File: src/rtl/display_scan_pkg.sv
// Shared constants and helpers for the four-digit display scanner.
package display_scan_pkg;

  localparam int          NDIG      = 4;
  localparam logic [3:0]  AN_OFF    = 4'b1111;
  localparam logic [3:0]  BCD_MAX   = 4'd9;
  localparam logic [1:0]  SLOT_WRAP = 2'd3;

  // Slot order 3 -> 0 -> 1 -> 2 -> 3: field [2k+1:2k] holds the slot that follows slot k.
  localparam logic [7:0]  SLOT_NEXT = {2'd0, 2'd3, 2'd2, 2'd1};

  function automatic logic [1:0] next_slot(input logic [1:0] s);
    return SLOT_NEXT[{s, 1'b0} +: 2];
  endfunction

  function automatic logic [3:0] digit_at(input logic [15:0] v, input logic [1:0] n);
    return v[{n, 2'b00} +: 4];
  endfunction

  function automatic logic [3:0] onehot_low(input logic [1:0] n);
    return ~(4'b0001 << n);
  endfunction

  // True when any of the four digits holds a non-BCD code.
  function automatic logic has_bad_digit(input logic [15:0] v);
    logic bad;
    bad = 1'b0;
    for (int k = 0; k < NDIG; k++) begin
      if (digit_at(v, 2'(k)) > BCD_MAX) begin
        bad = 1'b1;
      end else begin
        bad = bad;
      end
    end
    return bad;
  endfunction

  // True when slot n is a leading zero: n is not the units digit and digits n..3 are all zero.
  function automatic logic lz_blank(input logic [15:0] v, input logic [1:0] n);
    logic all_zero;
    all_zero = (n != 2'd0);
    for (int k = 0; k < NDIG; k++) begin
      if ((k >= int'(n)) && (digit_at(v, 2'(k)) != 4'h0)) begin
        all_zero = 1'b0;
      end else begin
        all_zero = all_zero;
      end
    end
    return all_zero;
  endfunction

endpackage

File: src/rtl/display_scan_tick.sv
// Prescaler: counts 0..SCAN_DIV-1 and flags the last count of each digit slot.
module scan_tick #(
  parameter int SCAN_DIV = 50000,
  parameter int CNT_W    = 16
) (
  input  logic clk,
  input  logic rst,
  output logic tick
);

  localparam logic [CNT_W-1:0] CNT_LAST = CNT_W'(SCAN_DIV - 1);

  logic [CNT_W-1:0] cnt;

  // Free-running slot counter, wraps after the last count.
  always_ff @(posedge clk or posedge rst) begin
    if (rst) begin
      cnt <= '0;
    end else if (cnt == CNT_LAST) begin
      cnt <= '0;
    end else begin
      cnt <= cnt + CNT_W'(1);
    end
  end

  assign tick = (cnt == CNT_LAST);

endmodule

File: src/rtl/display_scan.sv
// Four-digit multiplexed display scanner. Drives a BCD code and active-low
// anodes to an external seven-segment decoder, with double-buffered updates,
// optional leading-zero suppression and blanking of non-BCD codes.
module display_scan
  import display_scan_pkg::*;
#(
  parameter int SCAN_DIV = 50000,
  parameter int CNT_W    = 16
) (
  input  logic        clk,
  input  logic        rst,
  input  logic        load,
  input  logic [15:0] din,
  input  logic        blank_lz,
  output logic [3:0]  digit,
  output logic [3:0]  an,
  output logic        frame_done,
  output logic        err
);

  logic        tick;
  logic [1:0]  idx;
  logic [15:0] shadow;
  logic [15:0] active;
  logic        pending;

  logic        wrap;
  logic        commit;
  logic [15:0] active_next;
  logic [1:0]  slot;
  logic [3:0]  code;
  logic        blank;

  scan_tick #(
    .SCAN_DIV (SCAN_DIV),
    .CNT_W    (CNT_W)
  ) u_tick (
    .clk  (clk),
    .rst  (rst),
    .tick (tick)
  );

  // Frame wrap, commit decision and the code/blanking for the slot about to be shown.
  always_comb begin
    wrap        = tick && (idx == SLOT_WRAP);
    commit      = wrap && pending;
    active_next = commit ? shadow : active;
    slot        = next_slot(idx);
    code        = digit_at(active_next, slot);
    blank       = (code > BCD_MAX) || (blank_lz && lz_blank(active_next, slot));
  end

  // Slot index advances once per tick.
  always_ff @(posedge clk or posedge rst) begin
    if (rst) begin
      idx <= SLOT_WRAP;
    end else if (tick) begin
      idx <= slot;
    end else begin
      idx <= idx;
    end
  end

  // Shadow capture; a load on the wrap tick keeps pending so it commits next frame.
  always_ff @(posedge clk or posedge rst) begin
    if (rst) begin
      shadow  <= 16'h0000;
      pending <= 1'b0;
    end else if (load) begin
      shadow  <= din;
      pending <= 1'b1;
    end else if (commit) begin
      shadow  <= shadow;
      pending <= 1'b0;
    end else begin
      shadow  <= shadow;
      pending <= pending;
    end
  end

  // Active value and error flag update only at a frame-wrap commit.
  always_ff @(posedge clk or posedge rst) begin
    if (rst) begin
      active <= 16'h0000;
      err    <= 1'b0;
    end else if (commit) begin
      active <= shadow;
      err    <= has_bad_digit(shadow);
    end else begin
      active <= active;
      err    <= err;
    end
  end

  // Output registers load on the tick edge and hold for the whole slot.
  always_ff @(posedge clk or posedge rst) begin
    if (rst) begin
      digit      <= 4'h0;
      an         <= AN_OFF;
      frame_done <= 1'b0;
    end else begin
      frame_done <= wrap;
      if (tick) begin
        if (blank) begin
          digit <= 4'h0;
          an    <= AN_OFF;
        end else begin
          digit <= code;
          an    <= onehot_low(slot);
        end
      end else begin
        digit <= digit;
        an    <= an;
      end
    end
  end

endmodule
File: config.mk
export PLATFORM = sky130hd
export DESIGN_NAME = display_scan
export DESIGN_NICKNAME = d
export VERILOG_FILES = /design/src/rtl/display_scan_pkg.sv /design/src/rtl/display_scan_tick.sv /design/src/rtl/display_scan.sv
export SDC_FILE = /design/constraint.sdc
export NUM_CORES = 1
export LEC_CHECK = 0
export BUFFER_PORTS_ARGS = -buffer_cell sky130_fd_sc_hd__buf_2
export CAP_MARGIN = 20
export CORE_ASPECT_RATIO = 1.5
export CORE_MARGIN = 2
export CORE_UTILIZATION = 35
export CTS_CLUSTER_DIAMETER = 120
export DETAILED_ROUTE_END_ITERATION = 8
export GPL_TIMING_DRIVEN = 0
export PLACE_DENSITY = 0.56
export SETUP_SLACK_MARGIN = 0.05
export SLEW_MARGIN = 20
export SYNTH_ARGS = -nofsm -noshare
export SYNTH_HDL_FRONTEND = slang
export SYNTH_SLANG_ARGS = --single-unit
File: constraint.sdc
create_clock -name clk -period 8.4 [get_ports clk]
set_clock_uncertainty 0.2 [all_clocks]
set_input_delay 1.26 -clock clk [delete_from_list [all_inputs] [get_ports clk]]
set_output_delay 1.26 -clock clk [all_outputs]
set_load 0.03 [all_outputs]
==> results.rst <==
.. list-table::
   :header-rows: 1

   * - Metric
     - Value
   * - Xor and xnor area share after synthesis
     - 0.0386
   * - Layout Nets
     - 339
   * - Proportion of register bits with asynchronous set or reset after synthesis
     - 1.00
   * - Fraction of final layout cells with drive strength greater than 1
     - 0.250
   * - Critical path class
     - reg -> reg
   * - Via-per-instance ratio
     - 5.08
   * - Die extent in x
     - 78.9 um
   * - Share of the synthesized area in compound gates (AO/OA/AOI/OAI)
     - 0.0964
   * - Synth top area cells
     - sky130_fd_sc_hd__dfrtp_1, sky130_fd_sc_hd__mux2_2, sky130_fd_sc_hd__dfstp_2
   * - Netlist area before placement
     - 2950 um2
   * - Global-route total usage across every layer
     - 0.162
   * - Worst VDD drop
     - ~130 uV
   * - Combinational family with the most area after synthesis
     - simple AND/OR/NAND/NOR gates
   * - Number of instances resized during post-cts repair
     - 0
   * - Sum of negative setup slack
     - 0 ns
   * - Unique masters post-synth
     - 44
   * - Latest clock arrival within the worst-skew pair
     - 0.33 ns
   * - Post-Syn Nets
     - 299
   * - Critical path data arrival time
     - between 3 and 4 ns
   * - Data required, critical path
     - 8.41 ns
   * - Clock network fraction of total power
     - 0.486
   * - Master cell of the clock root buffer
     - sky130_fd_sc_hd__clkbuf_16
   * - Slew Limit Fails
     - 0
   * - I/O pins
     - 30
   * - Number of synthesized flops with an enable pin
     - 0
   * - Pwr Density
     - 187 nW/um2
   * - Cell Rows
     - 41
   * - Starting utilization of the core area
     - 0.355
   * - Initial antenna violation count
     - 0
   * - Leak Pwr
     - 1.66 nW
   * - Synthesized flop and latch total
     - between 60 and 70
   * - Cell type contributing the most total cell area after synthesis
     - sky130_fd_sc_hd__dfrtp_1
   * - Total DRC errors in the routed layout
     - 0
   * - Antenna viol nets, final
     - 0
   * - Worst hold path type
     - reg -> reg
   * - Number of levels the H-tree was split into
     - 3
   * - Mux share of post-synthesis cell area
     - 0.109
   * - Net switching power of the design
     - 140 uW
   * - Time the worst path needs with I/O delays and setup
     - 3.19 ns
   * - RSZ-0062 raised after global routing
     - no
   * - Worst Tran Pin Value
     - ~0.53 ns
   * - WL met3
     - 239 um
   * - Total overflow reported by the global router
     - 0
   * - Proportion of power drawn by flip-flops and latches
     - 0.474
   * - Final setup viols
     - 0
   * - Internal cell power
     - 515 uW
   * - Net Sw Frac
     - 0.214
   * - Simple-gate area share of the yosys netlist
     - 0.175
   * - Total count of hold-check failures in the final report
     - 0
   * - Largest net degree at the start of global routing
     - 58
   * - Largest fanout on the critical path
     - 10
   * - Vias post-DR
     - 2149
   * - CTS sink count
     - 61
   * - Synthesized instance count
     - 271
   * - Average detailed-routed wire length per instance
     - 15.5 um
   * - Worst slew margin relative to its limit
     - 0.642
   * - Final routed wirelength across all metal layers
     - 6570 um
   * - Portion of synthesized cell area occupied by the leading cell type
     - 0.467
   * - Routed met1 length
     - ~2700 um
   * - Average size of a mapped cell
     - 10.9 um2
   * - DIE HEIGHT
     - around 120 um
   * - Number of warnings printed during yosys synthesis
     - 0
   * - Cell Count, Final, Fillers Out
     - 423
   * - Top Layer Used
     - met4
   * - Layout overhead on the synthesized area
     - 18.9%
   * - Clock edge transition at the registers on the reported setup and hold paths
     - 0.05 ns
   * - Top FF cell, synth
     - sky130_fd_sc_hd__dfrtp_1
   * - Via count of the first global-routing pass
     - 2174
   * - Post-route clock period utilization
     - 0.379
   * - Total half-perimeter wirelength after legalization and detailed placement
     - 4880 um
   * - Floorplan die area
     - just over 9000 um2
   * - Total clock buffers created by CTS
     - 9
   * - Hold_buf cts
     - 0
   * - CTS tree
     - built
   * - Input/output buffers
     - 28
   * - Weighted congestion reported at the end of routability-driven placement
     - 0.854
   * - Drt first pass iters
     - 4
   * - Total core area
     - 8310 um2
   * - Result of the run
     - completed
   * - Crit end category
     - flip-flop
   * - # Max-Cap Violations
     - 0
   * - Achievable clock frequency
     - 0.314 GHz
   * - Wire length on met2
     - 3510 um
   * - Synthesized-area fraction occupied by adder cells
     - 0.0340
   * - Longest Clk Path Bufs
     - 2
   * - Sequential share of the synthesized area
     - 0.521
   * - Combinational power share
     - 0.039
   * - Antenna diode count
     - 0
   * - Iteration-0 DRC count of the detailed router
     - between 100 and 150
   * - Post-CTS setup buffer count
     - 0
   * - Wire length of the first global-routing pass
     - roughly 11000 um
   * - Placed cells
     - 407
   * - Critical Path Start Type
     - flip-flop
worst paths after layout:
path	start	to	slack [ns]	depth (start not counted)
min reg2reg	u_tick.cnt[0]	u_tick.cnt[0]	0.26	1
max reg2reg	idx[0]	digit[1]	5.21	10
max	idx[0]	digit[1]	5.21	10
min in group asynchronous	rst	active[15]	0.60	2
max in group asynchronous	rst	idx[0]	6.87	3
min	u_tick.cnt[0]	u_tick.cnt[0]	0.26	1
registers in the layout (all words and copies together) (netlist names):
signal and cells:
pending 1, an 4, frame_done 1, digit 4, active 16, shadow 16, u_tick.cnt 16, idx 2
err 1
worst max-delay path, cell delays in order (launching register included):
cell	delay (ns)
sky130_fd_sc_hd__dfstp_2	0.57
sky130_fd_sc_hd__inv_1	0.10
sky130_fd_sc_hd__ha_1	0.26
sky130_fd_sc_hd__or2_2	0.34
sky130_fd_sc_hd__buf_2	0.20
sky130_fd_sc_hd__a21oi_1	0.15
sky130_fd_sc_hd__o21ai_0	0.13
sky130_fd_sc_hd__a2111oi_0	0.46
sky130_fd_sc_hd__o22ai_1	0.17
sky130_fd_sc_hd__and3_1	0.28
sky130_fd_sc_hd__a22o_1	0.22
placed cells by master, fill, tap and decap left out, types with 3 or more instances in the layout:
cell	count
sky130_fd_sc_hd__dfrtp_1	55
sky130_fd_sc_hd__nand2_1	33
sky130_fd_sc_hd__buf_2	32
sky130_fd_sc_hd__o21ai_0	23
sky130_fd_sc_hd__mux2_2	21
sky130_fd_sc_hd__nor2_1	18
sky130_fd_sc_hd__clkbuf_1	10
sky130_fd_sc_hd__nand3_1	9
sky130_fd_sc_hd__clkbuf_16	9
sky130_fd_sc_hd__xor2_1	8
sky130_fd_sc_hd__ha_1	8
sky130_fd_sc_hd__and3_1	7
sky130_fd_sc_hd__inv_1	7
sky130_fd_sc_hd__a21oi_1	7
sky130_fd_sc_hd__and2_1	6
sky130_fd_sc_hd__dfstp_2	6
sky130_fd_sc_hd__xnor2_1	5
sky130_fd_sc_hd__nand4_1	4
sky130_fd_sc_hd__nor4_1	4
sky130_fd_sc_hd__nor3_1	4
sky130_fd_sc_hd__and4_1	3
sky130_fd_sc_hd__a22o_1	3
cells by family after synthesis:
kind of cell               Yosys count
AOI/OAI and AO/OA                   47
xor gates and xnor gates            13
adders and majority gates            8
buffers and inverters               17
DFF                                 61
muxes                               26
and+or+nand+nor                     99
synth_stat cells (3+ instances only):
master / count
sky130_fd_sc_hd__and4_1: 3
sky130_fd_sc_hd__nand4_1: 4
sky130_fd_sc_hd__a22o_1: 3
sky130_fd_sc_hd__inv_1: 8
sky130_fd_sc_hd__buf_2: 4
sky130_fd_sc_hd__mux2_2: 21
sky130_fd_sc_hd__and2_1: 6
sky130_fd_sc_hd__xnor2_1: 5
sky130_fd_sc_hd__nor2_1: 18
sky130_fd_sc_hd__o21ai_0: 23
sky130_fd_sc_hd__dfstp_2: 6
sky130_fd_sc_hd__dfrtp_1: 55
sky130_fd_sc_hd__and3_1: 7
sky130_fd_sc_hd__clkbuf_1: 3
sky130_fd_sc_hd__nor4_1: 4
sky130_fd_sc_hd__nand2_1: 33
sky130_fd_sc_hd__ha_1: 8
sky130_fd_sc_hd__nand3_1: 9
sky130_fd_sc_hd__a21oi_1: 7
sky130_fd_sc_hd__xor2_1: 8
sky130_fd_sc_hd__nor3_1: 4
stage by stage:
stage          hold slack (ns)  area, um2  setup WS, ns  power [mW]   util
4_1_cts                  0.255       3500          5.22       0.664  0.421
6_report                 0.257       3500          5.21       0.655  0.421
5_1_grt                  0.266       3500          5.04       0.681  0.421
2_1_floorplan            0.225       2950          5.44       0.328      -
3_5_place_dp             0.248       3250          5.24       0.342  0.391
3_3_place_gp             0.243       3220          4.62       0.340  0.388
per-layer routing:
| metal | up-vias | global-route usage |
|---|---|---|
| li1 | 1047 | - |
| met1 | 1039 | 0.183 |
| met2 | 50 | 0.285 |
| met3 | 13 | 0.0394 |
| met4 | 0 | 0.0816 |
| met5 | - | 0 |
cell type report:
class	instances	area [um2]
Multi-Input combinational cell	193	1340
Tap cell	107	134
Timing Repair Buffer	29	168
Sequential cell	61	1530
Fill cell	859	4810
Inverter	8	32.5
Buffer	9	46.3
Clock buffer	16	251
power groups by stage:
| stage | clock, mW | combinational, mW | sequential, mW |
|---|---|---|---|
| final | 0.318 | 0.0259 | 0.311 |
| after detailed placement | 0 | 0.0270 | 0.315 |
| after global routing | 0.339 | 0.0295 | 0.312 |
| after floorplan | 0 | 0.0167 | 0.312 |
| after global placement | 0 | 0.0245 | 0.315 |
| after CTS | 0.326 | 0.0270 | 0.310 |
Power figures use the tool's default switching activity.
